File: src/rtl/session_timer.sv
// ============================================================================
//  Module      : session_timer
//  Description : Parking-session elapsed-time counter. Divides clk into 1 s
//                ticks and counts whole seconds into a saturating 12-bit
//                sec_count. Start/stop/clear pulses control an
//                IDLE/RUN/HOLD machine; the count is held after stop or
//                saturation so downstream cost stays stable.
//  Revision    : 1.0 - initial release
// ============================================================================
`default_nettype none

module session_timer #(
    parameter int CLK_DIV = 100000000
) (
    input  logic        clk,
    input  logic        rst,
    input  logic        btn_start,
    input  logic        btn_stop,
    input  logic        btn_clear,
    output logic [11:0] sec_count,
    output logic        running,
    output logic        sat,
    output logic        session_end
);

    localparam int            PW         = $clog2(CLK_DIV);
    localparam logic [PW-1:0] PRESC_MAX  = PW'(CLK_DIV - 1);
    localparam logic [11:0]   SEC_LAST   = 12'd4094;   // increment from here saturates

    typedef enum logic [1:0] {
        ST_IDLE = 2'd0,
        ST_RUN  = 2'd1,
        ST_HOLD = 2'd2
    } state_t;

    state_t        state_q,   state_d;
    logic [PW-1:0] presc_q,   presc_d;
    logic [11:0]   sec_q,     sec_d;
    logic          running_q, running_d;
    logic          sat_q,     sat_d;
    logic          end_q,     end_d;

    // State and counter registers; reset overrides every button input.
    always_ff @(posedge clk) begin
        if (rst) begin
            state_q   <= ST_IDLE;
            presc_q   <= '0;
            sec_q     <= '0;
            running_q <= 1'b0;
            sat_q     <= 1'b0;
            end_q     <= 1'b0;
        end else begin
            state_q   <= state_d;
            presc_q   <= presc_d;
            sec_q     <= sec_d;
            running_q <= running_d;
            sat_q     <= sat_d;
            end_q     <= end_d;
        end
    end

    // Next-state, prescaler and second-count logic (clear > stop > start).
    always_comb begin
        state_d = state_q;
        presc_d = presc_q;
        sec_d   = sec_q;
        sat_d   = sat_q;
        end_d   = 1'b0;

        unique case (state_q)
            ST_IDLE: begin
                // stop and clear have nothing to act on here, so start wins
                if (btn_start) begin
                    state_d = ST_RUN;
                    presc_d = '0;
                end
            end

            ST_RUN: begin
                if (btn_clear) begin
                    state_d = ST_IDLE;
                    sec_d   = '0;
                    presc_d = '0;
                end else if (btn_stop) begin
                    // a tick on this same edge is deliberately dropped
                    state_d = ST_HOLD;
                    presc_d = '0;
                    end_d   = 1'b1;
                end else if (presc_q == PRESC_MAX) begin
                    presc_d = '0;
                    sec_d   = sec_q + 12'd1;
                    if (sec_q == SEC_LAST) begin
                        state_d = ST_HOLD;
                        sat_d   = 1'b1;
                        end_d   = 1'b1;
                    end
                end else begin
                    presc_d = presc_q + 1'b1;
                end
            end

            ST_HOLD: begin
                presc_d = '0;
                if (btn_clear) begin
                    state_d = ST_IDLE;
                    sec_d   = '0;
                    sat_d   = 1'b0;
                end else if (btn_start && !sat_q) begin
                    // resume; the partial second before the stop is lost
                    state_d = ST_RUN;
                end
            end

            default: begin
                state_d = ST_IDLE;
                presc_d = '0;
                sec_d   = '0;
                sat_d   = 1'b0;
            end
        endcase

        running_d = (state_d == ST_RUN);
    end

    assign sec_count   = sec_q;
    assign running     = running_q;
    assign sat         = sat_q;
    assign session_end = end_q;

endmodule

`default_nettype wire

File: config.mk
export PLATFORM = sky130hd
export DESIGN_NAME = session_timer
export DESIGN_NICKNAME = d
export VERILOG_FILES = /design/src/rtl/session_timer.sv
export SDC_FILE = /design/constraint.sdc
export NUM_CORES = 1
export LEC_CHECK = 0
export ABC_CLOCK_PERIOD_IN_PS = 2600
export CAP_MARGIN = 20
export CORE_MARGIN = 2
export CORE_UTILIZATION = 46
export CTS_CLUSTER_DIAMETER = 200
export DETAILED_ROUTE_END_ITERATION = 12
export PLACE_DENSITY = 0.73
export SLEW_MARGIN = 20
export SYNTH_ARGS = -nofsm -noshare
export SYNTH_HDL_FRONTEND = slang
export SYNTH_SLANG_ARGS = --single-unit
File: constraint.sdc
create_clock -name clk -period 2.6 [get_ports clk]
set_input_delay 0.39 -clock clk [delete_from_list [all_inputs] [get_ports clk]]
set_output_delay 0.39 -clock clk [all_outputs]
set_load 0.02 [all_outputs]
# Word level (Yosys, flattened, before mapping)
# Index checks and enable logic that the tools add are counted.
classes:
  add_sub_neg: 2
  n_bitwise: 2
  mux: 27
  eq_ne: 13
  n_reduce_logical: 6
ops:
  columns: ["operator", "n"]
  rows:
  - ["$mux 27", 4]
  - ["$pmux 27 s2", 1]
  - ["$mux 12", 4]
  - ["$pmux 12 s3", 1]
  - ["$add 27x1->27 const B", 1]
  - ["$eq 27x27->1 const B", 1]
  - ["$mux 2", 7]
  - ["$add 12x1->12 const B", 1]
  - ["$eq 12x12->1 const B", 1]
  - ["$ne 2x2->1 const B", 6]
  - ["$mux 1", 8]
  - ["$ne 3x3->1 const B", 2]
  - ["$pmux 2 s3", 1]
  - ["$reduce_and 6->1", 1]
  - ["$eq 2x1->1 const B", 2]
  - ["$reduce_and 4->1", 1]
  - ["$pmux 1 s3", 1]
  - ["$reduce_or 3->1", 1]
  - ["$eq 2x2->1 const B", 1]
  - ["$logic_not 2->1", 1]
  - ["$not 1->1", 2]
  - ["$logic_and 1x1->1", 1]
  - ["$logic_not 1->1", 1]
word_totals:
  word_cells: 56
  input_bits: 5
  register_bits: 44
  out_inout_bits: 15

# Longest topological paths before layout
logic_depth:
  word_depth: 7
  mapped_depth: 8

# Least setup slack after synthesis
# OpenSTA, ideal clock, no wires.
synth_path:
  path_kind: "flip-flop to flip-flop"
  startpoint: "reg state_q[0]"
  endpoint: "reg presc_q[24]"
  path_stages_with_launch: 8
  period_less_slack_ps: 2211
  arrival_time_ps: 2149
  t_required_ps: 2538
  setup_slack_ps: 389
  cell_sequence: "dfxtp_1 > buf_2 > or3b_4 > or2_2 > clkbuf_1 > a211o_2 > or4_1 > nand3_1"
synth_via:
  elab_chain_cells: 2
  elab_cells_between_ends: 4
  cone_classes: "2 x eq/ne; 1 x mux; 1 x reduce/logical"
synth_rtl:
  columns: ["element", "line", "rtl"]
  rows:
  - ["from (decl)", "36", "state_t state_q, state_d;"]
  - ["from (signal assigned)", "53", "state_q <= state_d;"]
  - ["$eq 2x1->1 / $logic_not 2->1 (equally long branches)", "70", "unique case (state_q)"]
  - ["$pmux 27 s2 / $ne 2x2->1 (equally long branches)", null, null]
  - ["to (signal assigned)", "54", "presc_q <= presc_d;"]
  - ["to (decl)", "37", "logic [PW-1:0] presc_q, presc_d;"]
# Parallel ways exist; a longest one is shown, timed or not.
# A chain may end at the register's enable or synchronous reset.

# Worst setup path in the final report
layout_path:
  startpoint: "reg presc_q[0]"
  endpoint: "reg presc_q[19]"
layout_via:
  elab_chain_cells: 5
  elab_cells_between_ends: 6
  cone_classes: "1 x add/sub; 1 x eq/ne; 4 x mux"
layout_rtl:
  columns: ["element", "line", "rtl"]
  rows:
  - ["$add 27x1->27 / $eq 27x27->1 (equally long branches)", "98, 89", null]
  - ["$mux 27 *", "89", "end else if (presc_q == PRESC_MAX) begin"]
  - ["$mux 27 *", "84", "end else if (btn_stop) begin"]
  - ["$mux 27 *", "80", "if (btn_clear) begin"]
  - ["$pmux 27 s2 *", "70", null]
# Every way passes the cells marked *; elsewhere a longest branch is shown, timed or not.

==> out/metrics.yaml <==
cts:
  cts_buffers: 5
  clk_path_buf_depth: 2
  htreeDepth: 2
  post_cts_buffers: 0
  insertion_delay_ns: 0.30
  cts_tree: "done"
  cts_hold_buf: 0
  clk_pin_slew_worst_paths_ns: 0.08
  clock-sinks: 44
  cts-root-buf: "clkbuf_8"
  cts_resized: 0
drt:
  drc: 0
  drt_first_pass_iters: 4
  final_antenna_net_count: 0
  num_vias: 2276
  drtIter0Drc: 107
  drt-total-wl_um: 5510
  wl_per_cell_um: 14.1
  via_per_inst: 5.84
layout:
  syn_to_final_growth_pct: 17.3
  finalNonFillerCells: 390
  final_cell_area_sq_um: 2820
  drive_gt1_share_pct: 10.3
  diodes: 0
  fin_nets: 327
floorplan:
  io_pins: 20
  core.rowCount: 26
  die-area_sq_um: 5820
  die_w_um: 76.3
  start_util_pct: 47.4
  die_y_um: 76.3
  core_sq_um: 5070
critical_path:
  worst-r2r-setup-slack_ns: 0.39
  timing.rr.start: "presc_q[0]$_SDFFE_PP0P_"
  required_ns: 2.79
  rr_worst_depth: 8
  cp.arrival_ns: 2.40
  start_kind: "flop"
  worstSetupEndpointType: "flop"
  rr_endpoint: "presc_q[19]$_SDFFE_PP0P_"
  path_class: "reg -> reg"
  critPathMaxFanout: 28
power_and_ir_drop:
  seqPwrFrac_pct: 56.4
  switchingPower_uw: 279
  leakage_uw: 0.000915
  power_switching_share_pct: 23.2
  clkPwrFrac_pct: 37.2
  intPower_uw: 923
  peakVddDrop_uv: 219
  combPwrFrac_pct: 6.3
  pwr_density_cell_nw_per_um2: 426
yosys:
  syn_nets: 303
  syn_area_per_cell_sq_um: 8.15
  synth_edf_count: 0
  ys.flop_type: "dfxtp_1"
  synth.yosys.seq_area_share_pct: 36.6
  netlist_instances: 295
  async_reset_ff_share_pct: 0
  synth.area.top_cells: "dfxtp_1, nand4_1, nand2_1, a21oi_1, a31oi_1"
  synth_top_area_cell: "dfxtp_1"
  netlist_area_sq_um: 2400
  synth-seq-cells: 44
  yosys.area.top_type_share_pct: 36.6
  yosys_warnings: 0
  yosys.cell_types.count: 47
global_routing:
  gr-total-overflow: 0
  grt_max_degree: 29
  grt_pass1_vias: 2078
  antenna_found_initial: 0
  grt_pass1_wl_um: 9830
  grt_usage_pct: 20.4
timing:
  setup_violations: 0
  post-route-min-period_ns: 2.21
  max_freq_ghz: 0.453
  drv_slew: 0
  min_period_over_period_pct: 85.0
  finClkSkew_ns: 0.0127
  setup_tns_ns: 0
  max_slew.worst_pin.slew_ns: 0.486
  finalHoldViolations: 0
  maxSlewHeadroom_pct: 67.3
  rsz0062_at_grt: "no"
  worst_slack_ns: 0.391
worst_hold_path:
  min_to: "presc_q[7]$_SDFFE_PP0P_"
  holdPathStages: 1
  hold_path_class: "reg -> reg"
  hold_path_startpoint: "presc_q[7]$_SDFFE_PP0P_"
placed_design:
  gp_congestion: 0.817
  hpwl_um: 3960
  placed_cells: 382
  io_buffers: 19
  post_dp_cell_area_sq_um: 2730
  place_ws_ns: 0.119
flow_run:
  cap_violations: 0
status:
  outcome: "completed"
==> worst max-delay path: stages (launching register included) <==
cell	delay [ns]
dfxtp_1	0.41
ha_1	0.25
nand3_1	0.25
nor4_4	0.38
buf_4	0.22
a211oi_4	0.08
buf_12	0.19
a21o_1	0.16
a21o_1	0.16
==> through the flow <==
step / utilization (%) / hold WS [ns] / power (uW)
floorplan: - / 0.440 / 739
global placement: 53.7 / 0.467 / 770
detailed placement: 53.7 / 0.482 / 770
CTS: 55.6 / 0.494 / 1220
global route: 55.6 / 0.524 / 1250
finish: 55.6 / 0.498 / 1200
==> area by class of cell <==
| type | instances | area (sq um) |
|---|---|---|
| Fill cell | 494 | 2250 |
| Timing Repair Buffer | 32 | 300 |
| Clock inverter | 1 | 7.51 |
| Multi-Input combinational cell | 230 | 1440 |
| Sequential cell | 44 | 881 |
| Tap cell | 70 | 87.6 |
| Clock buffer | 7 | 86.3 |
| Inverter | 6 | 22.5 |
==> sequential cells by signal (all words and copies together) (netlist names) <==
signal,count
presc_q,27
session_end,1
running,1
state_q,2
sec_count,12
sat,1
==> power groups by stage <==
stage	Combinational [uW]	Clock (uW)	Sequential (uW)
6_report	76.3	447	678
5_1_grt	84.4	492	679
4_1_cts	76.5	463	678
3_5_place_dp	76.1	0	694
3_3_place_gp	75.8	0	694
2_1_floorplan	44.6	0	695
==> logic make-up (layout without fill, tap and decap cells) <==
group                      after synthesis  count (layout)  share of synthesized area, %
buffers and inverters                   21              46                          3.90
and+or+nand+nor                        142             142                          34.5
muxes                                    2               2                         0.833
AOI/OAI and AO/OA                       77              77                          20.4
adders and majority gates                3               3                          1.56
DFF                                     44              44                          36.6
xor gates and xnor gates                 6               6                          2.19
==> worst max path at each step <==
| stage | start | end | slack [ns] | cells after the start |
|---|---|---|---|---|
| CTS | presc_q[0]$_SDFFE_PP0P_ | presc_q[20]$_SDFFE_PP0P_ | 0.41 | 8 |
| detailed placement | btn_clear | presc_q[24]$_SDFFE_PP0P_ | 0.12 | 6 |
| global route | presc_q[0]$_SDFFE_PP0P_ | presc_q[20]$_SDFFE_PP0P_ | 0.24 | 8 |
| global placement | btn_clear | presc_q[24]$_SDFFE_PP0P_ | 0.14 | 6 |
| finish | presc_q[0]$_SDFFE_PP0P_ | presc_q[19]$_SDFFE_PP0P_ | 0.39 | 8 |
| floorplan | state_q[0]$_SDFF_PP0_ | presc_q[24]$_SDFFE_PP0P_ | 0.39 | 7 |
==> cells in the mapped netlist (all sizes together) (4+ instances only) <==
cell type / count
xor2: 4
o21ai: 15
nand4: 22
a21oi: 23
inv: 6
and4: 6
nand4b: 4
a31oi: 15
clkbuf: 7
a21o: 7
and3: 4
or4: 6
dfxtp: 44
nand3: 15
nor2: 13
o211ai: 4
or3: 8
buf: 8
nor3: 7
nand2: 31
nand2b: 4
nor4: 7
==> cell usage in the layout, fill, tap and decap left out, types with 2 or more instances in the layout <==
master	n
and3_1	4
nor3_1	7
inv_1	6
a21o_1	7
o211ai_1	4
buf_4	12
nor3b_1	2
nand4b_1	4
or3_1	6
a21oi_1	22
clkbuf_8	6
nor2_1	13
xnor2_1	2
nand2b_1	4
nand4_1	22
or4_1	5
o21ba_2	2
nand3b_1	3
nand3_1	15
dfxtp_1	44
and2_1	3
and4_1	6
o31ai_1	3
nor4_1	4
or3_2	2
o21a_1	3
nor4_2	2
xor2_1	4
o21ai_0	15
clkdlybuf4s50_1	19
ha_1	3
nor2b_1	2
nand2_1	31
nor4b_1	3
a31oi_1	15
mux2i_1	2
==> layer usage <==
metal / routed length (um) / global-route usage, % / vias up / share of wire (%)
li1: - / - / 1162 / -
met1: 2700 / 27.7 / 1061 / 49
met2: 2520 / 32.8 / 47 / 46
met3: 228 / 4.03 / 6 / 4.1
met4: 70 / 6.55 / 0 / 1.3
met5: 0 / 0 / - / 0
Note: power is estimated with default switching activity, not from simulation.
